--- config.mk ---
export PLATFORM = sky130hd
export DESIGN_NAME = scoreboard_hazard_unit_flat
export DESIGN_NICKNAME = d
export VERILOG_FILES = /design/src/rtl/scoreboard_hazard_unit_pkg.sv /design/src/rtl/scoreboard_hazard_unit_if.sv /design/src/rtl/scoreboard_hazard_unit_load_dest_fifo.sv /design/src/rtl/scoreboard_hazard_unit.sv /design/src/flat_wrapper.sv
export SDC_FILE = /design/constraint.sdc
export NUM_CORES = 1
export LEC_CHECK = 0
export CAP_MARGIN = 40
export CELL_PAD_IN_SITES_DETAIL_PLACEMENT = 0
export CELL_PAD_IN_SITES_GLOBAL_PLACEMENT = 1
export CORE_ASPECT_RATIO = 1.5
export CORE_MARGIN = 4
export CORE_UTILIZATION = 30
export DETAILED_ROUTE_END_ITERATION = 8
export PLACE_DENSITY_LB_ADDON = 0.1
export SLEW_MARGIN = 40
export SYNTH_ARGS = -nofsm -noshare
export SYNTH_HDL_FRONTEND = slang
export SYNTH_SLANG_ARGS = --single-unit
--- constraint.sdc ---
create_clock -name clock -period 12.94 [get_ports clock]
set_input_delay 3.235 -clock clock [delete_from_list [all_inputs] [get_ports clock]]
set_output_delay 3.235 -clock clock [all_outputs]
set_load 0.02 [all_outputs]
--- src/rtl/scoreboard_hazard_unit_pkg.sv ---
// ---------------------------------------------------------------------------
// scoreboard_hazard_unit_pkg
// Shared decode constants for the hazard unit and the decode wrapper.
//   - Base opcode constants (R_TYPE, I_TYPE, STORE, LOAD, BRANCH, JALR, JAL)
//   - op_reads_rs1 / op_reads_rs2: whether an opcode actually reads a source.
// ---------------------------------------------------------------------------
package scoreboard_hazard_unit_pkg;

  localparam logic [6:0] R_TYPE = 7'b0110011;
  localparam logic [6:0] I_TYPE = 7'b0010011;
  localparam logic [6:0] STORE  = 7'b0100011;
  localparam logic [6:0] LOAD   = 7'b0000011;
  localparam logic [6:0] BRANCH = 7'b1100011;
  localparam logic [6:0] JALR   = 7'b1100111;
  localparam logic [6:0] JAL    = 7'b1101111;

  // JAL has no register sources; everything else listed reads rs1.
  function automatic logic op_reads_rs1(input logic [6:0] opcode);
    return (opcode == R_TYPE) || (opcode == I_TYPE) || (opcode == STORE) ||
           (opcode == LOAD)   || (opcode == BRANCH) || (opcode == JALR);
  endfunction

  // Only register-register ALU ops, stores and branches read rs2.
  function automatic logic op_reads_rs2(input logic [6:0] opcode);
    return (opcode == R_TYPE) || (opcode == STORE) || (opcode == BRANCH);
  endfunction

endpackage

--- src/rtl/scoreboard_hazard_unit_if.sv ---
// ---------------------------------------------------------------------------
// scoreboard_hazard_unit_if
// Bundle between decode / pipeline stages and the hazard unit.
//   master : decode + pipeline side (drives issue_*, stage_*, load_return_valid)
//   slave  : hazard unit (drives issue_ready, bypass selects, load_count,
//            stall_cycles)
// ---------------------------------------------------------------------------
interface scoreboard_hazard_unit_if #(
  parameter int REG_BITS   = 5,
  parameter int NUM_BYPASS = 3,
  parameter int LOAD_DEPTH = 4
);
  localparam int SEL_BITS = $clog2(NUM_BYPASS + 1);
  localparam int CNT_BITS = $clog2(LOAD_DEPTH + 1);

  logic                           issue_valid;
  logic [REG_BITS-1:0]            issue_rs1;
  logic [REG_BITS-1:0]            issue_rs2;
  logic                           issue_rs1_read;
  logic                           issue_rs2_read;
  logic [REG_BITS-1:0]            issue_rd;
  logic                           issue_regWrite;
  logic                           issue_is_load;
  logic                           issue_ready;
  logic [NUM_BYPASS*REG_BITS-1:0] stage_rd;
  logic [NUM_BYPASS-1:0]          stage_regWrite;
  logic [NUM_BYPASS-1:0]          stage_fwd_valid;
  logic                           load_return_valid;
  logic [SEL_BITS-1:0]            rs1_bypass_sel;
  logic [SEL_BITS-1:0]            rs2_bypass_sel;
  logic [CNT_BITS-1:0]            load_count;
  logic [31:0]                    stall_cycles;

  modport master (
    output issue_valid, issue_rs1, issue_rs2, issue_rs1_read, issue_rs2_read,
           issue_rd, issue_regWrite, issue_is_load,
           stage_rd, stage_regWrite, stage_fwd_valid, load_return_valid,
    input  issue_ready, rs1_bypass_sel, rs2_bypass_sel, load_count, stall_cycles
  );

  modport slave (
    input  issue_valid, issue_rs1, issue_rs2, issue_rs1_read, issue_rs2_read,
           issue_rd, issue_regWrite, issue_is_load,
           stage_rd, stage_regWrite, stage_fwd_valid, load_return_valid,
    output issue_ready, rs1_bypass_sel, rs2_bypass_sel, load_count, stall_cycles
  );

endinterface

--- src/rtl/scoreboard_hazard_unit_load_dest_fifo.sv ---
// ---------------------------------------------------------------------------
// load_dest_fifo
// In-order FIFO of outstanding load destinations. Any depth >= 1 (pointers
// wrap modulo DEPTH, occupancy is an explicit counter).
//   clock, reset (async, active-low)
//   push, push_data : enqueue (accepted when not full, or when popping too)
//   pop             : dequeue (ignored when empty)
//   head            : oldest entry
//   full, empty, count
// ---------------------------------------------------------------------------
module load_dest_fifo #(
  parameter  int WIDTH    = 5,
  parameter  int DEPTH    = 4,
  localparam int CNT_BITS = $clog2(DEPTH + 1)
) (
  input  logic                clock,
  input  logic                reset,
  input  logic                push,
  input  logic [WIDTH-1:0]    push_data,
  input  logic                pop,
  output logic [WIDTH-1:0]    head,
  output logic                full,
  output logic                empty,
  output logic [CNT_BITS-1:0] count
);
  localparam int PTR_BITS = (DEPTH > 1) ? $clog2(DEPTH) : 1;

  logic [WIDTH-1:0]    mem_q [DEPTH];
  logic [PTR_BITS-1:0] wr_ptr_q, rd_ptr_q;
  logic [CNT_BITS-1:0] count_q;
  logic                do_push, do_pop;

  function automatic logic [PTR_BITS-1:0] wrap_inc(input logic [PTR_BITS-1:0] p);
    return (p == PTR_BITS'(DEPTH - 1)) ? '0 : p + PTR_BITS'(1);
  endfunction

  assign empty   = (count_q == '0);
  assign full    = (count_q == CNT_BITS'(DEPTH));
  assign do_pop  = pop & ~empty;
  // A simultaneous pop frees the slot, so a push into a full FIFO is legal.
  assign do_push = push & (~full | do_pop);

  always_ff @(posedge clock or negedge reset) begin
    if (!reset) begin
      wr_ptr_q <= '0;
      rd_ptr_q <= '0;
      count_q  <= '0;
    end else begin
      if (do_push) wr_ptr_q <= wrap_inc(wr_ptr_q);
      if (do_pop)  rd_ptr_q <= wrap_inc(rd_ptr_q);
      if (do_push && !do_pop)      count_q <= count_q + CNT_BITS'(1);
      else if (do_pop && !do_push) count_q <= count_q - CNT_BITS'(1);
    end
  end

  // Storage carries no reset; validity is tracked by the pointers.
  always_ff @(posedge clock) begin
    if (do_push) mem_q[wr_ptr_q] <= push_data;
  end

  assign head  = mem_q[rd_ptr_q];
  assign count = count_q;

endmodule

--- src/rtl/scoreboard_hazard_unit.sv ---
// ---------------------------------------------------------------------------
// scoreboard_hazard_unit
// Decode-side hazard/bypass control with a per-register load scoreboard.
//   clock, reset (async, active-low), scan (debug display enable, SIM only)
//   bus (slave): issue_* from decode, stage_* from the NUM_BYPASS forwarding
//   stages, load_return_valid; drives issue_ready, rs1/rs2_bypass_sel,
//   load_count and the saturating stall_cycles counter.
// ---------------------------------------------------------------------------
module scoreboard_hazard_unit
  import scoreboard_hazard_unit_pkg::*;
#(
  parameter int CORE            = 0,
  parameter int REG_BITS        = 5,
  parameter int NUM_BYPASS      = 3,
  parameter int LOAD_DEPTH      = 4,
  parameter int SCAN_CYCLES_MIN = 0,
  parameter int SCAN_CYCLES_MAX = 1000
) (
  input logic                      clock,
  input logic                      reset,
  input logic                      scan,
  scoreboard_hazard_unit_if.slave  bus
);
  localparam int NUM_REGS = 2 ** REG_BITS;
  localparam int SEL_BITS = $clog2(NUM_BYPASS + 1);
  localparam int CNT_BITS = $clog2(LOAD_DEPTH + 1);

  logic [CNT_BITS-1:0] pending_q [NUM_REGS];
  logic [31:0]         stall_q;

  logic                fifo_full, fifo_empty, fifo_pop;
  logic [REG_BITS-1:0] fifo_head, push_rd;
  logic [CNT_BITS-1:0] fifo_count;
  logic                issue_fire, track_push, struct_hazard, ready;
  logic [SEL_BITS:0]   res1, res2;

  // Returns {blocked, sel}: the youngest (lowest-numbered) matching stage
  // wins; blocked means that winner has not produced its result yet.
  function automatic logic [SEL_BITS:0] resolve(
    input logic                           rd_en,
    input logic [REG_BITS-1:0]            src,
    input logic [NUM_BYPASS*REG_BITS-1:0] st_rd,
    input logic [NUM_BYPASS-1:0]          st_wr,
    input logic [NUM_BYPASS-1:0]          st_fwd
  );
    logic [SEL_BITS-1:0] sel;
    logic                blocked;
    sel     = '0;
    blocked = 1'b0;
    for (int k = NUM_BYPASS; k >= 1; k--) begin
      if (rd_en && src != '0 && st_wr[k-1] && st_rd[(k-1)*REG_BITS +: REG_BITS] == src) begin
        sel     = SEL_BITS'(k);
        blocked = ~st_fwd[k-1];
      end
    end
    return {blocked, sel};
  endfunction

  assign res1 = resolve(bus.issue_rs1_read, bus.issue_rs1, bus.stage_rd,
                        bus.stage_regWrite, bus.stage_fwd_valid);
  assign res2 = resolve(bus.issue_rs2_read, bus.issue_rs2, bus.stage_rd,
                        bus.stage_regWrite, bus.stage_fwd_valid);

  assign struct_hazard = bus.issue_is_load & fifo_full & ~bus.load_return_valid;

  assign ready = ~(bus.issue_valid &
                   ((bus.issue_rs1_read && pending_q[bus.issue_rs1] != '0) || res1[SEL_BITS] ||
                    (bus.issue_rs2_read && pending_q[bus.issue_rs2] != '0) || res2[SEL_BITS] ||
                    struct_hazard));

  // Every issued load takes a FIFO slot so returns stay aligned; only loads
  // with a real destination are tracked, the rest are stored as x0.
  assign issue_fire = bus.issue_valid & ready & bus.issue_is_load;
  assign track_push = issue_fire & bus.issue_regWrite & (bus.issue_rd != '0);
  assign push_rd    = track_push ? bus.issue_rd : '0;
  assign fifo_pop   = bus.load_return_valid & ~fifo_empty;

  load_dest_fifo #(
    .WIDTH (REG_BITS),
    .DEPTH (LOAD_DEPTH)
  ) u_fifo (
    .clock     (clock),
    .reset     (reset),
    .push      (issue_fire),
    .push_data (push_rd),
    .pop       (fifo_pop),
    .head      (fifo_head),
    .full      (fifo_full),
    .empty     (fifo_empty),
    .count     (fifo_count)
  );

  for (genvar gi = 0; gi < NUM_REGS; gi++) begin : g_pend
    logic                inc, dec;
    logic [CNT_BITS-1:0] pending_d;
    assign inc = track_push && (bus.issue_rd == REG_BITS'(gi));
    assign dec = fifo_pop && (gi != 0) && (fifo_head == REG_BITS'(gi));
    // Push and pop to the same register cancel out.
    assign pending_d = (inc && !dec) ? pending_q[gi] + CNT_BITS'(1) :
                       (dec && !inc) ? pending_q[gi] - CNT_BITS'(1) : pending_q[gi];
    always_ff @(posedge clock or negedge reset) begin
      if (!reset) pending_q[gi] <= '0;
      else        pending_q[gi] <= pending_d;
    end
  end

  always_ff @(posedge clock or negedge reset) begin
    if (!reset)                                   stall_q <= '0;
    else if (bus.issue_valid && !ready && stall_q != '1) stall_q <= stall_q + 32'd1;
  end

  assign bus.issue_ready    = ready;
  assign bus.rs1_bypass_sel = res1[SEL_BITS-1:0];
  assign bus.rs2_bypass_sel = res2[SEL_BITS-1:0];
  assign bus.load_count     = fifo_count;
  assign bus.stall_cycles   = stall_q;

`ifdef SIM
  logic [31:0] cycle_q;
  always_ff @(posedge clock or negedge reset) begin
    if (!reset) cycle_q <= '0;
    else        cycle_q <= cycle_q + 32'd1;
  end

  always @(posedge clock) begin
    if (reset && bus.load_return_valid && fifo_empty)
      $display("ERROR core %0d: load return with no outstanding load", CORE);
    if (reset && scan && cycle_q >= 32'(SCAN_CYCLES_MIN) && cycle_q <= 32'(SCAN_CYCLES_MAX))
      $display("core %0d cycle %0d load_count=%0d issue_ready=%0d rs1_sel=%0d rs2_sel=%0d",
               CORE, cycle_q, fifo_count, ready, res1[SEL_BITS-1:0], res2[SEL_BITS-1:0]);
  end
`else
  logic [31:0] unused_scan_cfg;
  assign unused_scan_cfg = {31'b0, scan} ^ 32'(CORE) ^ 32'(SCAN_CYCLES_MIN) ^ 32'(SCAN_CYCLES_MAX);
`endif

endmodule

--- src/flat_wrapper.sv ---
// flat-port wrapper written by rule: the top's interface ports become plain ports
module scoreboard_hazard_unit_flat import scoreboard_hazard_unit_pkg::*;
#(
  parameter int CORE            = 0,
  parameter int REG_BITS        = 5,
  parameter int NUM_BYPASS      = 3,
  parameter int LOAD_DEPTH      = 4,
  parameter int SCAN_CYCLES_MIN = 0,
  parameter int SCAN_CYCLES_MAX = 1000
)
  (clock, reset, scan, bus_issue_valid, bus_issue_rs1, bus_issue_rs2, bus_issue_rs1_read, bus_issue_rs2_read, bus_issue_rd, bus_issue_regWrite, bus_issue_is_load, bus_stage_rd, bus_stage_regWrite, bus_stage_fwd_valid, bus_load_return_valid, bus_issue_ready, bus_rs1_bypass_sel, bus_rs2_bypass_sel, bus_load_count, bus_stall_cycles);
  scoreboard_hazard_unit_if #(.REG_BITS(REG_BITS), .NUM_BYPASS(NUM_BYPASS), .LOAD_DEPTH(LOAD_DEPTH)) bus_i ();
  input logic clock;
  input logic reset;
  input logic scan;
  input wire logic [$bits(bus_i.issue_valid)-1:0] bus_issue_valid;
  input wire logic [$bits(bus_i.issue_rs1)-1:0] bus_issue_rs1;
  input wire logic [$bits(bus_i.issue_rs2)-1:0] bus_issue_rs2;
  input wire logic [$bits(bus_i.issue_rs1_read)-1:0] bus_issue_rs1_read;
  input wire logic [$bits(bus_i.issue_rs2_read)-1:0] bus_issue_rs2_read;
  input wire logic [$bits(bus_i.issue_rd)-1:0] bus_issue_rd;
  input wire logic [$bits(bus_i.issue_regWrite)-1:0] bus_issue_regWrite;
  input wire logic [$bits(bus_i.issue_is_load)-1:0] bus_issue_is_load;
  input wire logic [$bits(bus_i.stage_rd)-1:0] bus_stage_rd;
  input wire logic [$bits(bus_i.stage_regWrite)-1:0] bus_stage_regWrite;
  input wire logic [$bits(bus_i.stage_fwd_valid)-1:0] bus_stage_fwd_valid;
  input wire logic [$bits(bus_i.load_return_valid)-1:0] bus_load_return_valid;
  output wire logic [$bits(bus_i.issue_ready)-1:0] bus_issue_ready;
  output wire logic [$bits(bus_i.rs1_bypass_sel)-1:0] bus_rs1_bypass_sel;
  output wire logic [$bits(bus_i.rs2_bypass_sel)-1:0] bus_rs2_bypass_sel;
  output wire logic [$bits(bus_i.load_count)-1:0] bus_load_count;
  output wire logic [$bits(bus_i.stall_cycles)-1:0] bus_stall_cycles;
  assign bus_i.issue_valid = bus_issue_valid;
  assign bus_i.issue_rs1 = bus_issue_rs1;
  assign bus_i.issue_rs2 = bus_issue_rs2;
  assign bus_i.issue_rs1_read = bus_issue_rs1_read;
  assign bus_i.issue_rs2_read = bus_issue_rs2_read;
  assign bus_i.issue_rd = bus_issue_rd;
  assign bus_i.issue_regWrite = bus_issue_regWrite;
  assign bus_i.issue_is_load = bus_issue_is_load;
  assign bus_i.stage_rd = bus_stage_rd;
  assign bus_i.stage_regWrite = bus_stage_regWrite;
  assign bus_i.stage_fwd_valid = bus_stage_fwd_valid;
  assign bus_i.load_return_valid = bus_load_return_valid;
  assign bus_issue_ready = bus_i.issue_ready;
  assign bus_rs1_bypass_sel = bus_i.rs1_bypass_sel;
  assign bus_rs2_bypass_sel = bus_i.rs2_bypass_sel;
  assign bus_load_count = bus_i.load_count;
  assign bus_stall_cycles = bus_i.stall_cycles;
  scoreboard_hazard_unit #(.CORE(CORE), .REG_BITS(REG_BITS), .NUM_BYPASS(NUM_BYPASS), .LOAD_DEPTH(LOAD_DEPTH), .SCAN_CYCLES_MIN(SCAN_CYCLES_MIN), .SCAN_CYCLES_MAX(SCAN_CYCLES_MAX)) u_core (.clock(clock), .reset(reset), .scan(scan), .bus(bus_i));
endmodule
==> results.ini, run 1 <==
[logic_synthesis]
synthCells = 862
syn_area_per_cell_um2 = 10.86
synth-main-ff-cell = dfrtp_1
synth_area_leaders = dfrtp_1 (36%), xor2_1 (8.9%), fa_1 (6.8%)
yosys_warnings = 0
syn-num-nets = 977
async_flop_share = 0.8710
syn_area_um2 = 9359
synth_top_area_share = 0.3610
synth_top_area_cell = dfrtp_1
synthDistinctLibCells = 58
synth_edf_count = 20
yosysSeqAreaShare = 0.4251
ys_ff_latch = 155

[sta]
fin_crit_ns = 10.32
setup_viol = 0
finalSetupTns_ns = 0
rsz0062_at_grt = no
worstMarginPinSlew_ns = 0.7359
finClkSkew_ns = 0.009377
slew_violations = 0
relSlewSlack = 0.5094
clock.fmax_ghz = 0.09689
finalHoldViolations = 0
post-route-period-util = 0.7976

[power_and_ir_drop]
seqPwrFrac = 0.417
p_int_mw = 1.307
p_switching_mw = 0.7255
power_mw = 2.033
combPwrFrac = 0.324
p_leak_nw = 4.625
power_density_nw_per_um2 = 180.7
sw_frac_of_total = 0.3569
ir_drop_uv = 97.00
pwr-share-clk = 0.259

[setup_path]
worstSetupStartpointType = primary input
cp-end-kind = output port
reg2reg_depth = 15
r2r_start = u_core.pending_q[48]$_DFFE_PN0P_
crit_arrival_ns = 7.09
path_max_fanout = 15
cp.depth = 9
cp_cell_sequence = clkdlybuf4s50_1 > buf_4 > or3_1 > o31a_1 > nand4_1 > a32oi_1 > o2111ai_1 > o41ai_2 > clkdlybuf4s50_1
cp_num_buf_inv = 3
cp_common_cell = clkdlybuf4s50_1
crit_type = in2out
critical-path-max-stage-delay_ns = 0.91
r2r_slack_ns = 8.10
endpoint = bus_issue_ready
cp_slowest_cell = clkdlybuf4s50_1
crit_start = bus_issue_rs1[0]
crit_family = buffers and inverters
r2r_end = u_core.pending_q[83]$_DFFE_PN0P_
cp_data_required_time_ns = 9.70

[die]
rows = 79
pin_count = 85
die_w_um = 152.2
dieArea_um2 = 34140
core_um2 = 30940
start_util = 0.3025
dieHeight_um = 224.3

[route]
wl_per_cell_um = 18.86
firstDrtPassIters = 4
drtIter0Drc = 240
wl_um = 25650
vias_per_cell = 4.741
ant_nets = 0
drc = 0
vias = 6448

[layout]
drive_above_1_share = 0.1005
diodes = 0
areaGrowthSynthToFinish_pct = 20.20
regArea_um2 = 3979
layout.nets = 1058
multi_input_area_um2 = 5076
layout_commonest_cell = dfrtp_1
most-common-layout-cells = dfrtp_1 (135), xor2_1 (95), clkdlybuf4s50_1 (81)
n_fill_cell = 3124

[clock_tree]
clk_pin_slew_worst_paths_ns = 0.06
ctsResizeCount = 0
post_cts_buffers = 0
root_buffer = clkbuf_16
cts_hold_buf = 0
cts_buffers = 17
insertion_delay_ns = 0.44
cts_num_sinks = 155
clockBufferDepth = 2
cts_tree = yes
cts.htree.levels = 4

[place]
dp_hpwl_um = 19580
numPortBuffers = 83
gp_congestion = 0.7783

[global_route]
grt_max_degree = 70
antenna_found_initial = 0
grt_overflow_total = 0
grt_pass1_wl_um = 40980
grt_pass1_vias = 6982
grt_use_total = 0.1569

[status]
status = finished, final reports clean

[flow_run]
drv_cap = 0

[worst_hold_path]
hold_class = reg2reg

==> logic make-up after synthesis <==
group,Yosys count,synth area share
xor gates and xnor gates,157,0.1469
muxes,48,0.06979
adders and majority gates,70,0.1193
DFF,155,0.4251
AOI/OAI and AO/OA,57,0.04559
and+or+nand+nor,296,0.1591
buffers and inverters,79,0.03422
==> synthesized netlist by cell type (5+ instances only) <==
library cell / instances
dfrtp_1: 135
inv_1: 50
or3_1: 9
nand2b_1: 9
nor4_1: 27
and3_1: 13
clkbuf_1: 17
xor2_1: 95
edfxtp_1: 20
a311oi_1: 5
mux4_2: 9
buf_2: 7
and2_1: 9
nand3_1: 17
o21ai_0: 10
a21oi_1: 7
fa_1: 32
xnor2_1: 62
nor2_2: 6
nand2_1: 62
ha_1: 38
and4_1: 8
mux2_2: 35
nor2b_1: 5
nor2_1: 75
a211oi_1: 11
nor3_1: 34
nand4_1: 10
==> power groups by stage <==
stage               combinational [mW]  clock [mW]  sequential, mW
floorplan                        0.459           0           0.825
global placement                 0.662           0           0.859
detailed placement               0.675           0           0.860
CTS                              0.677       0.544           0.853
global route                     0.744       0.564           0.881
finish                           0.658       0.527           0.847
==> area by class of cell <==
cell class,count,area share
flip-flops and latches,155,0.3537
inverters,50,0.01668
multi-input cells,628,0.4512
repair buffers,91,0.07919
clock inverters,5,0.007007
well taps,405,0.04505
clock buffers,26,0.04716
==> per-layer routing <==
metal	GRT usage	vias up	wire, um	part of all wire
li1	-	3124	-	-
met4	0.04904	0	525	0.020
met5	0	-	0	0
met1	0.1807	3207	10450	0.41
met2	0.2876	95	13850	0.54
met3	0.03734	22	833	0.032
==> sequential cells by signal (all words and copies together) (netlist names) <==
| name | count |
|---|---|
| u_core.u_fifo.wr_ptr_q | 2 |
| u_core.bus.stall_cycles | 32 |
| u_core.pending_q | 96 |
| u_core.u_fifo.rd_ptr_q | 2 |
| u_core.u_fifo.mem_q | 20 |
| u_core.u_fifo.count | 3 |
==> through the flow <==
stage / util / std cells / hold slack (ns) / worst slack [ns] / instance area, um^2
after floorplan: - / 862 / 0.4423 / 4.055 / 9359
after global placement: 0.3434 / 1329 / 0.3898 / 2.246 / 10630
after detailed placement: 0.3439 / 1329 / 0.3913 / 2.537 / 10640
after CTS: 0.3636 / 1360 / 0.4052 / 2.515 / 11250
after global routing: 0.3636 / 1360 / 0.4201 / 2.297 / 11250
final: 0.3636 / 1360 / 0.4013 / 2.619 / 11250
==> worst min-delay path by stage <==
stage                                           from                          endpoint  cells after the start
CTS                 u_core.pending_q[95]$_DFFE_PN0P_  u_core.pending_q[95]$_DFFE_PN0P_                      0
detailed placement  u_core.pending_q[95]$_DFFE_PN0P_  u_core.pending_q[95]$_DFFE_PN0P_                      0
global route        u_core.pending_q[93]$_DFFE_PN0P_  u_core.pending_q[93]$_DFFE_PN0P_                      0
global placement    u_core.pending_q[95]$_DFFE_PN0P_  u_core.pending_q[95]$_DFFE_PN0P_                      0
floorplan           u_core.pending_q[38]$_DFFE_PN0P_  u_core.pending_q[38]$_DFFE_PN0P_                      1
finish              u_core.pending_q[95]$_DFFE_PN0P_  u_core.pending_q[95]$_DFFE_PN0P_                      0
(Power assumes the default switching activity.)
==> run 2, diff against run 1 <==
Clock period 12.94 ns to 10.7 ns, I/O delays scaled along.
==> run 2 against run 1 <==
Register-to-register slack got worse by 2.2 ns. Die area is the same. Critical path depth did not move. Clock skew up 0.0016 ns. Final area hardly changed. Largest power group unchanged. Global-route usage grew 0.26 points. Sequential cell count is the same.
==> results.ini, run 2 (same netlist as run 1, synthesis figures left out) <==
[status]
status = finished, final reports clean  ; unchanged

[die]
rows = 79  ; unchanged
dieHeight_um = 224.3  ; unchanged
dieArea_um2 = 34140  ; unchanged
start_util = 0.3025  ; unchanged
pin_count = 85  ; unchanged
die_w_um = 152.2  ; unchanged
core_um2 = 30940  ; unchanged

[setup_path]
cp-end-kind = output port  ; unchanged
worstSetupStartpointType = primary input  ; unchanged
r2r_slack_ns = 5.88  ; was 8.10 ns
crit_type = in2out  ; unchanged
cp_data_required_time_ns = 8.03  ; was 9.70 ns
reg2reg_depth = 15  ; unchanged
crit_arrival_ns = 6.61  ; was 7.09 ns
r2r_end = u_core.pending_q[59]$_DFFE_PN0P_  ; was u_core.pending_q[83]$_DFFE_PN0P_
path_max_fanout = 16  ; was 15
r2r_start = u_core.pending_q[48]$_DFFE_PN0P_  ; unchanged

[clock_tree]
cts_num_sinks = 155  ; unchanged
post_cts_buffers = 0  ; unchanged
cts_tree = yes  ; unchanged
cts.htree.levels = 4  ; unchanged
root_buffer = clkbuf_16  ; unchanged
cts_buffers = 17  ; unchanged
insertion_delay_ns = 0.44  ; about the same
cts_hold_buf = 0  ; unchanged
clk_pin_slew_worst_paths_ns = 0.06  ; about the same
clockBufferDepth = 2  ; unchanged
ctsResizeCount = 0  ; unchanged

[place]
dp_hpwl_um = 19730  ; was 19580 um
numPortBuffers = 83  ; unchanged
gp_congestion = 0.7773  ; was 0.7783

[route]
drc = 0  ; unchanged
vias_per_cell = 4.749  ; was 4.741
wl_per_cell_um = 19.01  ; was 18.86 um
drtIter0Drc = 209  ; was 240
ant_nets = 0  ; unchanged
wl_um = 25880  ; was 25650 um
firstDrtPassIters = 4  ; unchanged
vias = 6464  ; was 6448

[layout]
largest_register_ffs = 96  ; unchanged
diodes = 0  ; unchanged
layout_commonest_cell = dfrtp_1  ; unchanged
largest-register = u_core.pending_q  ; unchanged
areaGrowthSynthToFinish_pct = 20.27  ; was 20.20%
most-common-layout-cells = dfrtp_1 (135), xor2_1 (95), clkdlybuf4s50_1 (81)  ; unchanged
layout.nets = 1058  ; unchanged
drive_above_1_share = 0.1046  ; was 0.1005

[global_route]
grt_pass1_wl_um = 41570  ; was 40980 um
grt_max_degree = 72  ; was 70
antenna_found_initial = 0  ; unchanged
grt_overflow_total = 0  ; unchanged
grt_use_total = 0.1595  ; was 0.1569
grt_pass1_vias = 7136  ; was 6982

[power_and_ir_drop]
p_int_mw = 1.573  ; was 1.307 mW
power_density_nw_per_um2 = 218.4  ; was 180.7 nW/um^2
ir_drop_uv = 111.7  ; was 97.00 uV
seqPwrFrac = 0.418  ; was 0.417
p_leak_nw = 4.623  ; was 4.625 nW
pwr-share-clk = 0.256  ; was 0.259
combPwrFrac = 0.326  ; was 0.324
sw_frac_of_total = 0.3602  ; was 0.3569
p_switching_mw = 0.8855  ; was 0.7255 mW

[sta]
rsz0062_at_grt = no  ; unchanged
finClkSkew_ns = 0.01094  ; was 0.009377 ns
post-route-period-util = 0.8673
relSlewSlack = 0.4696  ; was 0.5094
fin_crit_ns = 9.280
clock.fmax_ghz = 0.1078
finalSetupTns_ns = 0  ; unchanged
hold_ws_ns = 0.4003  ; was 0.4013 ns
finalHoldViolations = 0  ; unchanged
setup_viol = 0  ; unchanged
slew_violations = 0  ; unchanged
worstMarginPinSlew_ns = 0.7871  ; was 0.7359 ns

[worst_hold_path]
hold_end = u_core.pending_q[95]$_DFFE_PN0P_  ; unchanged
min_path_cells = 0  ; unchanged
worstHoldStart = u_core.pending_q[95]$_DFFE_PN0P_  ; unchanged
hold_class = reg2reg  ; unchanged

[flow_run]
drv_cap = 0  ; unchanged

run 2: power groups by stage:
| stage | Combinational (mW) | Sequential (mW) | Clock (mW) |
|---|---|---|---|
| 2_1_floorplan | 0.556 | 0.998 | 0 |
| 3_3_place_gp | 0.807 | 1.04 | 0 |
| 3_5_place_dp | 0.819 | 1.04 | 0 |
| 4_1_cts | 0.824 | 1.03 | 0.653 |
| 5_1_grt | 0.907 | 1.07 | 0.677 |
| 6_report | 0.802 | 1.03 | 0.629 |
run 2: routing by layer:
metal,wire (um),global-route usage,vias to the layer above
met5,0,0,-
met4,650,0.06152,0
met3,710,0.03118,36
met2,13790,0.2899,107
met1,10730,0.1853,3194
li1,-,-,3127
run 2: final cells by class:
| type | instances | area (um^2) |
|---|---|---|
| Sequential cell | 155 | 3979 |
| Inverter | 50 | 187.7 |
| Tap cell | 405 | 506.7 |
| Multi-Input combinational cell | 628 | 5086 |
| Clock buffer | 23 | 499.2 |
| Clock inverter | 9 | 106.4 |
| Timing Repair Buffer | 91 | 890.9 |
| Fill cell | 3094 | 19680 |
run 2: worst max path at each step:
stage | startpoint | endpoint | cells after the start
floorplan | bus_issue_rs1[0] | bus_issue_ready | 7
global placement | bus_issue_rs1[0] | bus_issue_ready | 9
detailed placement | bus_issue_rs1[0] | bus_issue_ready | 9
CTS | bus_issue_rs1[0] | bus_issue_ready | 9
global route | bus_issue_rs1[0] | bus_issue_ready | 9
finish | bus_issue_rs1[0] | bus_issue_ready | 9
run 2: worst max-delay path, stage by stage:
cell	delay, ns
clkdlybuf4s50_1	0.87
buf_4	0.36
or3_1	0.16
o31a_1	0.22
nand4_1	0.23
a32oi_1	0.33
o2111ai_1	0.19
o41ai_2	0.80
clkdlybuf4s50_1	0.75
run 2: per-stage QoR:
step | std cells | power (mW) | area (um^2) | util | setup WS [ns]
after floorplan | 862 | 1.553 | 9359 | - | 2.935
after global placement | 1329 | 1.847 | 10630 | 0.3434 | 1.116
after detailed placement | 1329 | 1.860 | 10650 | 0.3441 | 1.342
after CTS | 1361 | 2.509 | 11250 | 0.3637 | 1.330
after global routing | 1361 | 2.650 | 11260 | 0.3638 | 1.181
final | 1361 | 2.458 | 11260 | 0.3638 | 1.420
==> run 3, diff against run 2 <==
Settings changed: MAX_ROUTING_LAYER from default to met4.
Clock period 10.7 ns to 9.1 ns, I/O delays scaled along.
==> run 3 against run 2 <==
Non-clock buffer count grew 1. Sequential share of layout area grew 0.094 points. Count of clock-buffer cells in the layout shrank 2. Critical path depth grew 1. Setup slack lost 0.50 ns. Combinational power grew 17%. Sequential power grew 17%. Global-route usage grew 0.28 points. Utilization shrank 0.097 points. Final area shrank 0.27%. Largest power group unchanged.
==> results.ini, run 3 (same netlist as run 1, synthesis figures left out) <==
[die]
core_um2 = 30940  ; unchanged
pin_count = 85  ; unchanged
die_w_um = 152.2  ; unchanged
dieArea_um2 = 34140  ; unchanged
start_util = 0.3025  ; unchanged
rows = 79  ; unchanged
dieHeight_um = 224.3  ; unchanged

[clock_tree]
clk_pin_slew_worst_paths_ns = 0.06  ; about the same
cts_num_sinks = 155  ; unchanged
cts.htree.levels = 4  ; unchanged
post_cts_buffers = 0  ; unchanged
cts_buffers = 17  ; unchanged
insertion_delay_ns = 0.44  ; about the same
clockBufferDepth = 2  ; unchanged
cts_hold_buf = 0  ; unchanged
root_buffer = clkbuf_16  ; unchanged
cts_tree = yes  ; unchanged
ctsResizeCount = 0  ; unchanged

[route]
ant_nets = 0  ; unchanged
firstDrtPassIters = 4  ; unchanged
vias_per_cell = 4.737  ; was 4.749
wl_per_cell_um = 18.91  ; was 19.01 um
vias = 6447  ; was 6464
drc = 0  ; unchanged
wl_um = 25740  ; was 25880 um
drtIter0Drc = 220  ; was 209

[sta]
hold_ws_ns = 0.4037  ; was 0.4003 ns
slew_violations = 0  ; unchanged
post-route-period-util = 0.8986
clock.fmax_ghz = 0.1223
worstMarginPinSlew_ns = 0.7860  ; was 0.7871 ns
relSlewSlack = 0.4744  ; was 0.4696
setup_viol = 0  ; unchanged
finalSetupTns_ns = 0  ; unchanged
setup_slack_ns = 0.9232  ; was 1.420 ns
rsz0062_at_grt = no  ; unchanged
finalHoldViolations = 0  ; unchanged
finClkSkew_ns = 0.01103  ; was 0.01094 ns
fin_crit_ns = 8.177

[global_route]
grt_overflow_total = 0  ; unchanged
grt_max_degree = 69  ; was 72
grt_pass1_vias = 6965  ; was 7136
grt_use_total = 0.1623  ; was 0.1595
grt_pass1_wl_um = 41240  ; was 41570 um
antenna_found_initial = 0  ; unchanged

[power_and_ir_drop]
seqPwrFrac = 0.423  ; was 0.418
pwr-share-clk = 0.249  ; was 0.256
p_int_mw = 1.815  ; was 1.573 mW
p_leak_nw = 4.607  ; was 4.623 nW
power_density_nw_per_um2 = 254.7  ; was 218.4 nW/um^2
combPwrFrac = 0.328  ; was 0.326
power_mw = 2.859  ; was 2.458 mW
sw_frac_of_total = 0.3654  ; was 0.3602
p_switching_mw = 1.045  ; was 0.8855 mW
ir_drop_uv = 122.3  ; was 111.7 uV

[layout]
drive_above_1_share = 0.1025  ; was 0.1046
layout.nets = 1059  ; was 1058
layout_commonest_cell = dfrtp_1  ; unchanged
largest-register = u_core.pending_q  ; unchanged
most-common-layout-cells = dfrtp_1 (135), xor2_1 (95), clkdlybuf4s50_1 (82)  ; was dfrtp_1 (135), xor2_1 (95), clkdlybuf4s50_1 (81)
diodes = 0  ; unchanged
largest_register_ffs = 96  ; unchanged
areaGrowthSynthToFinish_pct = 19.95  ; was 20.27%
n_fill_cell = 3101  ; was 3094

[setup_path]
cp_slowest_cell = clkdlybuf4s50_1  ; unchanged
crit_family = buffers and inverters  ; unchanged
path_max_fanout = 14  ; was 16
cp-end-kind = output port  ; unchanged
cp_num_buf_inv = 4  ; was 3
crit_arrival_ns = 5.90  ; was 6.61 ns
crit_type = in2out  ; unchanged
worstSetupStartpointType = primary input  ; unchanged
critical-path-max-stage-delay_ns = 0.98  ; was 0.87 ns
cp_cell_sequence = clkdlybuf4s50_1 > buf_4 > or3_1 > o31a_1 > nand4_1 > a32oi_1 > o2111ai_1 > o41ai_1 > buf_4 > clkdlybuf4s50_1  ; was clkdlybuf4s50_1 > buf_4 > or3_1 > o31a_1 > nand4_1 > a32oi_1 > o2111ai_1 > o41ai_2 > clkdlybuf4s50_1
cp_data_required_time_ns = 6.83  ; was 8.03 ns
cp.depth = 10  ; was 9
reg2reg_depth = 15  ; unchanged

[worst_hold_path]
min_path_cells = 0  ; unchanged
hold_class = reg2reg  ; unchanged

[place]
place_ws_ns = 0.9148  ; was 1.342 ns
numPortBuffers = 83  ; unchanged
dp_hpwl_um = 19560  ; was 19730 um
gp_congestion = 0.7978  ; was 0.7773

[flow_run]
drv_cap = 0  ; unchanged

[status]
status = finished, final reports clean  ; unchanged

run 3: cell types whose count changed in the layout (fill, tap and decap cells not counted), sizes merged:
cell / delta
clkbuf: -2
clkdlybuf4s50: +1
clkinv: +4
clkinvlp: -1
inv: -2
run 3: layout make-up:
cell class,count,area (um^2),area share
clock buffer,21,454.2,0.04046
clock inverter,10,118.9,0.01059
inverter,50,187.7,0.01672
multi-input combinational,628,5076,0.4522
sequential,155,3979,0.3544
tap,405,506.7,0.04514
timing repair buffer,92,903.4,0.08047
run 3: path summary, 6_finish.rpt:
check                           slack (ns)                              from                                to
min in group asynchronous             1.85                             reset  u_core.pending_q[48]$_DFFE_PN0P_
worst min-delay path                  0.40  u_core.pending_q[95]$_DFFE_PN0P_  u_core.pending_q[95]$_DFFE_PN0P_
worst max-delay path                  0.92                  bus_issue_rs1[0]                   bus_issue_ready
max in group asynchronous             6.16                             reset  u_core.pending_q[36]$_DFFE_PN0P_
worst min register to register        0.40  u_core.pending_q[95]$_DFFE_PN0P_  u_core.pending_q[95]$_DFFE_PN0P_
worst max register to register        4.38  u_core.pending_q[48]$_DFFE_PN0P_  u_core.pending_q[71]$_DFFE_PN0P_
run 3: power by group through the flow:
stage	clock network, mW	registers (mW)	logic (mW)
3_5_place_dp	0	1.22	0.956
5_1_grt	0.767	1.26	1.07
3_3_place_gp	0	1.23	0.941
2_1_floorplan	0	1.17	0.653
6_report	0.713	1.21	0.936
4_1_cts	0.738	1.22	0.959
run 3: per-stage QoR:
stage / area (um^2) / utilization / instances
after CTS: 11220 / 0.3626 / 1361
after detailed placement: 10650 / 0.3441 / 1330
after floorplan: 9359 / - / 862
final: 11230 / 0.3628 / 1361
after global placement: 10630 / 0.3437 / 1330
after global routing: 11230 / 0.3628 / 1361
run 3: worst reg2reg max path: stages, from the launching register on:
cell	delay [ns]
dfrtp_1	0.43
nor3_1	0.49
nor3_1	0.12
or4b_1	0.47
a211o_1	0.27
o311a_1	0.16
or4_4	0.51
or2_4	0.31
or3_1	0.57
nor2_2	0.21
ha_1	0.20
inv_1	0.07
fa_1	0.42
xor2_1	0.15
nor2_1	0.11
xor2_1	0.16
run 3: routing by layer:
| layer | track usage | up-vias | part of all wire |
|---|---|---|---|
| met5 | - | - | 0 |
| met4 | 0.05891 | 0 | 0.026 |
| met3 | 0.03272 | 31 | 0.028 |
| met2 | 0.2777 | 113 | 0.52 |
| met1 | 0.1899 | 3182 | 0.42 |
| li1 | - | 3121 | - |
